**config.mk**
```make
export PLATFORM = sky130hd
export DESIGN_NAME = fixed_add_sub_signed_unit
export DESIGN_NICKNAME = d
export VERILOG_FILES = /design/src/rtl/fixed_add_sub_signed_unit.sv
export SDC_FILE = /design/constraint.sdc
export NUM_CORES = 1
export LEC_CHECK = 0
export BUFFER_PORTS_ARGS = -buffer_cell sky130_fd_sc_hd__buf_4
export CAP_MARGIN = 20
export CORE_UTILIZATION = 45
export DETAILED_ROUTE_END_ITERATION = 7
export PLACE_DENSITY = 0.79
export SLEW_MARGIN = 5
export SYNTH_ARGS = -nofsm -noshare
export SYNTH_HDL_FRONTEND = slang
export SYNTH_SLANG_ARGS = --single-unit
```
**constraint.sdc**
```tcl
create_clock -name clk -period 3.7 [get_ports clk]
set_clock_uncertainty 0.2 [all_clocks]
set_input_delay 0.74 -clock clk [delete_from_list [all_inputs] [get_ports clk]]
set_output_delay 0.74 -clock clk [all_outputs]
set_load 0.1 [all_outputs]
```
**src/rtl/fixed_add_sub_signed_unit.sv**
```systemverilog
// Registered signed fixed-point add/subtract with signed compare flags.
// Define FIXED_ADD_SUB_SATURATE_EN to saturate on overflow; otherwise the result wraps.
module fixed_add_sub_signed_unit #(
  parameter int unsigned INTEGER_WIDTH = 2,
  parameter int unsigned DECIMAL_WIDTH = 20,
  parameter int unsigned DATA_WIDTH    = INTEGER_WIDTH + DECIMAL_WIDTH
) (
  input  logic                  clk,
  input  logic                  reset_n,
  input  logic                  clk_en,
  input  logic [DATA_WIDTH-1:0] dataa,
  input  logic [DATA_WIDTH-1:0] datab,
  input  logic                  add_sub,
  output logic [DATA_WIDTH-1:0] result,
  output logic                  aeb,
  output logic                  agb,
  output logic                  overflow
);

  localparam int unsigned MSB = DATA_WIDTH - 1;
  localparam logic [DATA_WIDTH-1:0] MAX_POS = {1'b0, {(DATA_WIDTH-1){1'b1}}};
  localparam logic [DATA_WIDTH-1:0] MAX_NEG = {1'b1, {(DATA_WIDTH-1){1'b0}}};

  // The integer/fraction split only positions the implicit binary point.
  if (INTEGER_WIDTH < 1 || DATA_WIDTH != INTEGER_WIDTH + DECIMAL_WIDTH) begin : g_bad_width
    $error("fixed_add_sub_signed_unit: DATA_WIDTH must equal INTEGER_WIDTH + DECIMAL_WIDTH");
  end

  logic [DATA_WIDTH-1:0] raw_c;
  logic [DATA_WIDTH-1:0] result_c;
  logic                  overflow_c;
  logic                  aeb_c;
  logic                  agb_c;

  // Arithmetic, overflow detection and comparison for the next output set.
  always_comb begin
    raw_c      = '0;
    result_c   = '0;
    overflow_c = 1'b0;
    aeb_c      = 1'b0;
    agb_c      = 1'b0;

    if (add_sub) begin
      raw_c      = DATA_WIDTH'(dataa + datab);
      overflow_c = (dataa[MSB] == datab[MSB]) && (raw_c[MSB] != dataa[MSB]);
    end else begin
      raw_c      = DATA_WIDTH'(dataa - datab);
      overflow_c = (dataa[MSB] != datab[MSB]) && (raw_c[MSB] != dataa[MSB]);
    end

`ifdef FIXED_ADD_SUB_SATURATE_EN
    // On overflow the true result always has the sign of A.
    if (overflow_c) begin
      result_c = dataa[MSB] ? MAX_NEG : MAX_POS;
    end else begin
      result_c = raw_c;
    end
`else
    result_c = raw_c;
`endif

    aeb_c = (dataa == datab);
    agb_c = ($signed(dataa) > $signed(datab));
  end

  // Output registers: synchronous reset wins over an enabled load.
  always_ff @(posedge clk) begin
    if (!reset_n) begin
      result   <= '0;
      aeb      <= 1'b0;
      agb      <= 1'b0;
      overflow <= 1'b0;
    end else if (clk_en) begin
      result   <= result_c;
      aeb      <= aeb_c;
      agb      <= agb_c;
      overflow <= overflow_c;
    end
  end

`ifndef FIXED_ADD_SUB_SATURATE_EN
  // Saturation bounds are only needed by the saturating build.
  logic unused_bounds;
  assign unused_bounds = ^{MAX_POS, MAX_NEG};
`endif

endmodule

```
==> results of run 1 <==
[logic make-up (layout without fill, tap and decap cells)]
| logic type | Yosys count | after routing | synth area share (%) |
|---|---|---|---|
| adder cells (fa/ha/maj) | 45 | 45 | 17.5 |
| AND/OR/NAND/NOR | 109 | 109 | 16.3 |
| flip-flops | 25 | 25 | 15.1 |
| buffers and inverters | 76 | 127 | 11.1 |
| multiplexers | 12 | 12 | 3.78 |
| XOR/XNOR | 17 | 17 | 4.50 |
| AO/OA/AOI/OAI | 151 | 151 | 31.7 |
[registers in the layout, indices dropped and copies added, names as in the netlist]
signal    flops
overflow      1
aeb           1
result       22
agb           1
[layout by cell type (no fill, tap or decap), types with 7 or more instances in the layout]
cell type	instances
nand2_1	19
a21oi_1	40
inv_1	49
nand4_1	7
nor2_1	41
a21o_1	14
ha_1	43
xnor2_1	14
a31oi_1	8
nor3_1	8
mux2i_1	11
a211oi_1	8
o21ai_0	26
nand3_1	10
buf_4	72
dfxtp_1	25
[synthesized netlist by cell type, drive strengths merged, types with 3 or more instances]
master / instances
a21o: 14
nor3: 8
dfxtp: 25
o22ai: 3
clkbuf: 10
or3: 5
a31oi: 8
inv: 50
nor2b: 4
o31ai: 5
xor2: 3
a21oi: 44
mux2i: 11
buf: 15
a211oi: 9
nand3b: 3
nor4: 5
o2111ai: 4
o211ai: 7
o21bai: 5
o21ai: 31
nand2: 19
nor2: 41
ha: 43
nand3: 10
xnor2: 14
nand4: 7
[worst max-delay path, stage by stage]
cell	delay (ps)
buf_4	120
inv_1	50
ha_1	160
inv_1	60
fa_1	410
a21oi_2	160
o21bai_2	100
a2111oi_2	360
o211ai_1	180
a31oi_1	290
or3_1	190
nand4_1	100
mux2_4	300
o211ai_2	60
[power breakdown]
| group | switching, mW | internal, mW | leakage (nW) |
|---|---|---|---|
| registers | 0.0174 | 0.298 | 0.207 |
| logic | 0.501 | 0.241 | 1.59 |
| clock network | 0.100 | 0.0767 | 0.0217 |
| total | 0.618 | 0.616 | 1.82 |
[layout make-up]
type	instances	share of cell area [%]
multi-input combinational	334	63.5
sequential	25	13.0
timing repair buffer	72	14.1
clock inverter	1	0.195
inverter	51	4.98
tap	96	3.13
clock buffer	3	1.07
[layer usage]
| layer | GRT usage, % | routed length (um) |
|---|---|---|
| met1 | 32.1 | 4110 |
| met2 | 38.9 | 3960 |
| met3 | 2.83 | 399 |
| met4 | 8.79 | 248 |
| met5 | 0 | 0 |
[worst paths after layout]
kind / endpoint / slack (ps)
setup / recovery: result[20] / 400
hold / removal: agb / 280
hold reg to reg: agb / 280
setup reg to reg: overflow / 2780
[per-stage QoR]
step | instances | utilization (%) | hold slack, ps
finish | 582 | 55.3 | 277
global route | 582 | 55.3 | 319
CTS | 582 | 55.3 | 275
detailed placement | 578 | 54.6 | 261
global placement | 578 | 54.6 | 264
floorplan | 435 | - | 701
==> results.sh, run 1 <==
export IMPL_status="finished clean"
export IMPL_clk_pin_slew_ps=90
export IMPL_cts_tree="built"
export IMPL_reg2regPathDepth=2
export IMPL_wl_um=8720
export IMPL_setup_slack_ps=403
export IMPL_core_area_mm2=0.00694
export IMPL_cts_sinks=25
export IMPL_rsz0062_at_grt="false"
export IMPL_synthTopCellsByArea="ha_1 (16%), dfxtp_1 (15%), a21oi_1 (6.0%), inv_1 (5.6%), nor2_1 (4.7%)"
export IMPL_initial_core_util_pct=47.7
export IMPL_grt_pass1_vias=3207
export IMPL_synth_top_area_share_pct=16.3
export IMPL_start_kind="input pin"
export IMPL_min_period_ps=3300
export IMPL_worstPathRequired_ps=3710
export IMPL_setup_viol=0
export IMPL_n_antenna_cell=0
export IMPL_pin_count=73
export IMPL_max_freq_ghz=0.303
export IMPL_preCtsSetupSlack_ps=123
export IMPL_worst_slew_pin_slew_ps=554
export IMPL_fin_setup_tns_ps=0
export IMPL_finalHoldViolCount=0
export IMPL_end_kind="register"
export IMPL_total_power_mw=1.23
export IMPL_yosysTopAreaCell="ha_1"
export IMPL_viasPerCell=5.73
export IMPL_first_pass_iters=5
export IMPL_cts_buffer_depth=2
export IMPL_die_height_um=87.8
export IMPL_synth_cell_type_count=66
export IMPL_ant_nets=0
export IMPL_post_cts_buffers=0
export IMPL_grt_total_usage_pct=23.8
export IMPL_synthArstFlopShare_pct=0
export IMPL_seqCellArea_um2=500
export IMPL_hp_class="reg -> reg"
export IMPL_crit_path_max_fanout=4
export IMPL_cts_htree_levels=1
export IMPL_cts_root_buf="clkbuf_8"
export IMPL_p_leak_nw=1.82
export IMPL_crit_type="in -> reg"
export IMPL_cts_buffers_inserted=3
export IMPL_grt_pass1_wl_um=14800
export IMPL_ys_seq_area_share_pct=15.1
export IMPL_power_density_mw_per_mm2=321
export IMPL_portBuffers=72
export IMPL_ys_warnings_count=0
export IMPL_drc_errors=0
export IMPL_synth_seq_cells=25
export IMPL_num_vias=3332
export IMPL_areaGrowthSynthToFinish_pct=16.1
export IMPL_grt_max_degree=43
export IMPL_dp_hpwl_um=7020
export IMPL_multi_input_area_mm2=0.00244
export IMPL_placed_cell_area_mm2=0.00379
export IMPL_startpoint="dataa[0]"
export IMPL_dieArea_mm2=0.00770
export IMPL_nets=580
export IMPL_reg2reg_from="overflow"
export IMPL_ctsResizeCount=0
export IMPL_hp_start="agb"
export IMPL_finalInstanceArea_mm2=0.00384
export IMPL_critical_path_arrival_ps=3310
export IMPL_fin_crit_sh_pct=89.1
export IMPL_grt_overflow=0
export IMPL_report_final_slew_viol_count=0
export IMPL_synth_edff_count=0
export IMPL_rows=30
export IMPL_whs_path_depth=2
export IMPL_synth_nets=528
export IMPL_post_drt_wl_per_cell_um=15.0
export IMPL_cap_viol_max_count=0
export IMPL_syn_cell_area_mm2=0.00331
export IMPL_ctsHoldBuffers=0
export IMPL_fp_dieW_um=87.8
export IMPL_fillers=658
export IMPL_syn_inst=435
export IMPL_slew_headroom_pct=62.8
export IMPL_gp_congestion=0.937
export IMPL_vdd_drop_max_mv=0.129
export IMPL_antenna_found_initial=0
export IMPL_synth_main_ff_cell="dfxtp_1"
export IMPL_layout_drive_gt1_share_pct=19.3
export IMPL_drt_iter0_drc=270
export IMPL_clk_latency_ps=280
export IMPL_avgSynthCellArea_um2=7.61
Note: power is estimated with default switching activity, not from simulation.
==> inputs of run 2 (changes only) <==
--- a/config.mk
+++ b/config.mk
@@ -8,6 +8,7 @@
 export BUFFER_PORTS_ARGS = -buffer_cell sky130_fd_sc_hd__buf_4
 export CAP_MARGIN = 20
 export CORE_UTILIZATION = 45
+export CTS_CLUSTER_SIZE = 40
 export DETAILED_ROUTE_END_ITERATION = 7
 export PLACE_DENSITY = 0.79
 export SLEW_MARGIN = 5
==> constraint.sdc (replaced) <==
create_clock -name clk -period 3.1 [get_ports clk]
set_clock_uncertainty 0.2 [all_clocks]
set_input_delay 0.62 -clock clk [delete_from_list [all_inputs] [get_ports clk]]
set_output_delay 0.62 -clock clk [all_outputs]
set_load 0.1 [all_outputs]
==> results.sh, run 2 (synthesized netlist as in run 1, its figures left out) <==
export IMPL_status="finished, violations left"
export IMPL_failed_checks="setup timing"
export IMPL_cts_sinks=25
export IMPL_preCtsSetupSlack_ps=-323
export IMPL_path_cells="buf_4 > inv_1 > ha_4 > buf_4 > nor2b_1 > o21ai_2 > a31oi_1 > buf_4 > a21o_1 > a21oi_2 > o21ai_2 > o41ai_4 > mux2i_1 > nor4_1"
export IMPL_num_vias=3633
export IMPL_pin_count=73
export IMPL_crit_top_cell="buf_4"
export IMPL_cap_viol_max_count=0
export IMPL_grt_pass1_vias=3367
export IMPL_die_height_um=87.8
export IMPL_vdd_drop_max_mv=0.210
export IMPL_finalInstanceArea_mm2=0.00426
export IMPL_slowest_delay_ps=470
export IMPL_maxUsedRoutingLayer="met4"
export IMPL_fp_dieW_um=87.8
export IMPL_total_power_mw=1.58
export IMPL_clk_pin_slew_ps=100
export IMPL_cts_buffer_depth=2
export IMPL_cts_htree_levels=1
export IMPL_slew_headroom_pct=61.2
export IMPL_slowest_stage="o41ai_4"
export IMPL_fin_crit_sh_pct=101
export IMPL_fin_hold_ws_ps=286
export IMPL_initial_core_util_pct=47.7
export IMPL_post_drt_wl_per_cell_um=15.9
export IMPL_final_cell_mix="buf_4 (114), inv_1 (47), nor2_1 (41), ha_1 (41), a21oi_1 (39)"
export IMPL_critical_path_arrival_ps=3110
export IMPL_drt_iter0_drc=330
export IMPL_worst_slew_pin_slew_ps=581
export IMPL_cp_top_family="compound AO/OA/AOI/OAI gates"
export IMPL_grt_max_degree=42
export IMPL_power_density_mw_per_mm2=371
export IMPL_setup_slack_ps=-27.8
export IMPL_crit_type="in -> reg"
export IMPL_cp_num_buf_inv=4
export IMPL_layout_drive_gt1_share_pct=28.4
export IMPL_fillers=619
export IMPL_report_final_slew_viol_count=0
export IMPL_wl_met1_um=4140
export IMPL_end_kind="register"
export IMPL_largest_register_ff_count=22
export IMPL_start_kind="input pin"
export IMPL_setup_viol=1
export IMPL_met3_length_um=788
export IMPL_rows=30
export IMPL_hp_class="reg -> reg"
export IMPL_rsz0062_at_grt="true"
export IMPL_wl_um=9920
export IMPL_grt_pass1_wl_um=15300
export IMPL_startpoint="datab[1]"
export IMPL_finalHoldViolCount=0
export IMPL_clk_latency_ps=280
export IMPL_hp_start="agb"
export IMPL_drc_errors=0
export IMPL_p_leak_nw=2.03
export IMPL_mostFrequentLayoutCell="buf_4"
export IMPL_portBuffers=72
export IMPL_nets=623
export IMPL_core_area_mm2=0.00694
export IMPL_top_register="result"
export IMPL_grt_total_usage_pct=24.9
export IMPL_dieArea_mm2=0.00770
export IMPL_n_antenna_cell=0
export IMPL_dp_hpwl_um=7630
export IMPL_viasPerCell=5.81
export IMPL_gp_congestion=0.929
export IMPL_placed_cell_area_mm2=0.00410
export IMPL_worstPathRequired_ps=3080
export IMPL_fin_util_pct=61.3
export IMPL_areaGrowthSynthToFinish_pct=28.7
export IMPL_max_freq_ghz=0.320
export IMPL_reg2reg_from="result[21]"
export IMPL_cts_root_buf="clkbuf_8"
export IMPL_antenna_found_initial=0
export IMPL_crit_path_max_fanout=3
export IMPL_cts_buffers_inserted=3
export IMPL_dr_wl_met2_um=4690
export IMPL_ant_nets=0
export IMPL_min_period_ps=3130
export IMPL_grt_overflow=0
export IMPL_cts_tree="built"
export IMPL_first_pass_iters=5
[run 2: power by group]
part           switching (mW)  internal, mW  leakage (nW)  total, mW
Combinational           0.634         0.353          1.80      0.988
Sequential             0.0211         0.356         0.207      0.377
Clock                   0.123        0.0916        0.0217      0.214
[run 2: layer usage]
layer | global-route usage (%) | vias up
li1 | - | 1740
met4 | 6.41 | 0
met1 | 32.2 | 1642
met3 | 2.83 | 36
met2 | 44.0 | 215
met5 | 0 | -
[run 2: path summary, 6_finish.rpt]
check	endpoint	slack (ps)	cells past startpoint
worst max-delay path	result[21]	-30	14
worst min-delay path	agb	290	2
worst max register to register	result[21]	2110	2
worst min register to register	agb	290	2
[run 2: stage by stage]
step                      instances  TNS [ps]
after floorplan                 435         0
after global placement          619      -670
after detailed placement        619     -1570
after CTS                       623         0
after global routing            625      -256
final                           625     -27.8
[run 2: worst min-delay path: cells and delay by family (launching register included)]
kind,cells,cell delay (ps)
AOI/OAI and AO/OA,1,50
DFF,1,330
and+or+nand+nor,1,60
[run 2: area by class of cell]
type                       count  area (um^2)  share of cell area, %
tap                           96          120                   2.82
clock buffer                   3         41.3                  0.969
clock inverter                 1         7.51                  0.176
timing repair buffer         115          871                   20.4
inverter                      51          196                   4.61
multi-input combinational    334         2520                   59.2
sequential                    25          500                   11.8
[run 2: timing repair]
action	CTS	global route
gates resized for setup	1	18
setup buffers	0	2
gates cloned	0	0
pin swaps	0	15
setup endpoints to repair	1	6
hold buffers	0	0
hold endpoints to repair	0	0
==> inputs of run 3 (changes only) <==
--- a/config.mk
+++ b/config.mk
@@ -8,9 +8,11 @@
 export BUFFER_PORTS_ARGS = -buffer_cell sky130_fd_sc_hd__buf_4
 export CAP_MARGIN = 20
 export CORE_UTILIZATION = 45
+export CTS_BUF_LIST = sky130_fd_sc_hd__clkbuf_4
 export CTS_CLUSTER_SIZE = 40
 export DETAILED_ROUTE_END_ITERATION = 7
 export PLACE_DENSITY = 0.79
+export RECOVER_POWER = 25
 export SLEW_MARGIN = 5
 export SYNTH_ARGS = -nofsm -noshare
 export SYNTH_HDL_FRONTEND = slang
==> results.sh, run 3 (synthesized netlist as in run 1, its figures left out) <==
export IMPL_startpoint="datab[1]"
export IMPL_met3_length_um=627
export IMPL_critPathCapture="result[21]"
export IMPL_grt_pass1_wl_um=15300
export IMPL_die_height_um=87.8
export IMPL_post_drt_wl_per_cell_um=15.1
export IMPL_wl_um=9440
export IMPL_crit_type="in -> reg"
export IMPL_fin_hold_ws_ps=289
export IMPL_n_antenna_cell=0
export IMPL_rows=30
export IMPL_drt_iter0_drc=263
export IMPL_areaGrowthSynthToFinish_pct=24.3
export IMPL_fillers=658
export IMPL_cts_root_buf="clkbuf_4"
export IMPL_grt_pass1_vias=3362
export IMPL_reg2regPathDepth=2
export IMPL_vdd_drop_max_mv=0.158
export IMPL_total_power_mw=1.50
export IMPL_path_cells="buf_4 > inv_1 > ha_1 > buf_4 > nor2b_1 > o21ai_1 > a31oi_1 > buf_4 > a21o_1 > a21oi_2 > o21ai_1 > o41ai_4 > mux2i_1 > nor4_1"
export IMPL_max_freq_ghz=0.333
export IMPL_report_final_slew_viol_count=0
export IMPL_final_cell_mix="buf_4 (103), inv_1 (49), ha_1 (43)"
export IMPL_power_density_mw_per_mm2=364
export IMPL_dp_cells=619
export IMPL_cts_buffer_depth=2
export IMPL_slowest_delay_ps=350
export IMPL_maxUsedRoutingLayer="met4"
export IMPL_reg2reg_from="result[21]"
export IMPL_worstPathRequired_ps=3160
export IMPL_portBuffers=72
export IMPL_viasPerCell=5.67
export IMPL_wl_met1_um=4140
export IMPL_end_kind="register"
export IMPL_pin_count=73
export IMPL_rrSetupSlack_ps=2140
export IMPL_cts_sinks=25
export IMPL_cts_htree_levels=1
export IMPL_mostFrequentLayoutCell="buf_4"
export IMPL_setup_viol=0
export IMPL_drc_errors=0
export IMPL_num_vias=3534
export IMPL_largest_register_ff_count=22
export IMPL_p_clk_share_pct=11.2
export IMPL_core_area_mm2=0.00694
export IMPL_slew_headroom_pct=20.6
export IMPL_fp_dieW_um=87.8
export IMPL_finalInstanceArea_mm2=0.00411
export IMPL_placed_cell_area_mm2=0.00410
export IMPL_ant_nets=0
export IMPL_slowest_stage="o41ai_4"
export IMPL_clk_pin_slew_ps=150
export IMPL_dp_hpwl_um=7630
export IMPL_critical_path_arrival_ps=3060
export IMPL_p_seq_share_pct=25.2
export IMPL_finalHoldViolCount=0
export IMPL_first_pass_iters=5
export IMPL_dieArea_mm2=0.00770
export IMPL_p_sw_share_pct=50.6
export IMPL_start_kind="input pin"
export IMPL_fin_crit_sh_pct=96.9
export IMPL_stdcell_count=623
export IMPL_post_cts_buffers=0
export IMPL_grt_max_degree=42
export IMPL_status="finished clean"
export IMPL_top_register="result"
export IMPL_antenna_found_initial=0
export IMPL_crit_path_max_fanout=3
export IMPL_layout_drive_gt1_share_pct=23.9
export IMPL_intPower_mw=0.740
export IMPL_clk_latency_ps=340
export IMPL_seqCellArea_um2=500
export IMPL_min_period_ps=3000
export IMPL_p_leak_nw=1.97
export IMPL_cap_viol_max_count=0
export IMPL_gp_congestion=0.929
export IMPL_grt_total_usage_pct=25.0
export IMPL_hp_class="reg -> reg"
export IMPL_grt_overflow=0
export IMPL_p_sw_mw=0.757
export IMPL_rr_endpoint="result[21]"
export IMPL_cts_buffers_inserted=3
export IMPL_fin_util_pct=59.2
export IMPL_nets=621
export IMPL_initial_core_util_pct=47.7
export IMPL_worst_slew_pin_slew_ps=1200
export IMPL_dr_wl_met2_um=4480
export IMPL_cts_tree="built"
export IMPL_crit_top_cell="buf_4"
export IMPL_p_comb_share_pct=63.7
export IMPL_multi_input_area_mm2=0.00246
-- run 3: metal layers --
layer  vias to the layer above  GRT usage (%)
met5                         -              0
met1                      1618           32.2
met2                       157           43.9
met3                        21           3.11
met4                         0           6.41
li1                       1738              -
-- run 3: area by class of cell --
class | count | share of cell area, %
Sequential cell | 25 | 12.2
Inverter | 51 | 4.65
Tap cell | 96 | 2.92
Timing Repair Buffer | 113 | 19.7
Clock inverter | 1 | 0.183
Clock buffer | 3 | 0.548
Multi-Input combinational cell | 334 | 59.8
-- run 3: worst max-delay path: cells and delay by family --
kind	cells	cell delay [ps]
compound gates	6	1240
buf+inv	4	440
fa+ha+maj	1	310
simple gates	2	290
mux	1	150
-- run 3: worst min path at each step --
stage | startpoint | end | slack, ps | depth (start not counted)
after floorplan | dataa[21] | overflow | 610 | 2
after global placement | agb | agb | 270 | 2
after detailed placement | agb | agb | 270 | 2
after CTS | agb | agb | 290 | 2
after global routing | result[0] | result[0] | 320 | 2
final | result[0] | result[0] | 290 | 2
-- run 3: what timing repair did --
| action | 4_1_cts | 5_1_grt |
|---|---|---|
| hold buffers | 0 | 0 |
| setup endpoints to repair | 0 | 2 |
| gates resized for setup | 0 | 2 |
-- run 3: per-stage QoR --
stage,TNS [ps],worst slack [ps]
after detailed placement,-1570,-323
after floorplan,0,58.0
final,0,96.1
after global routing,-81.4,-35.5
after CTS,0,41.7
after global placement,-670,-194
-- run 3: power by group through the flow --
stage | registers [mW] | logic, mW | clock network, mW
final | 0.377 | 0.952 | 0.167
after global routing | 0.380 | 1.02 | 0.178
after CTS | 0.377 | 0.951 | 0.168
after detailed placement | 0.384 | 0.946 | 0
after global placement | 0.383 | 0.934 | 0
after floorplan | 0.630 | 0.439 | 0
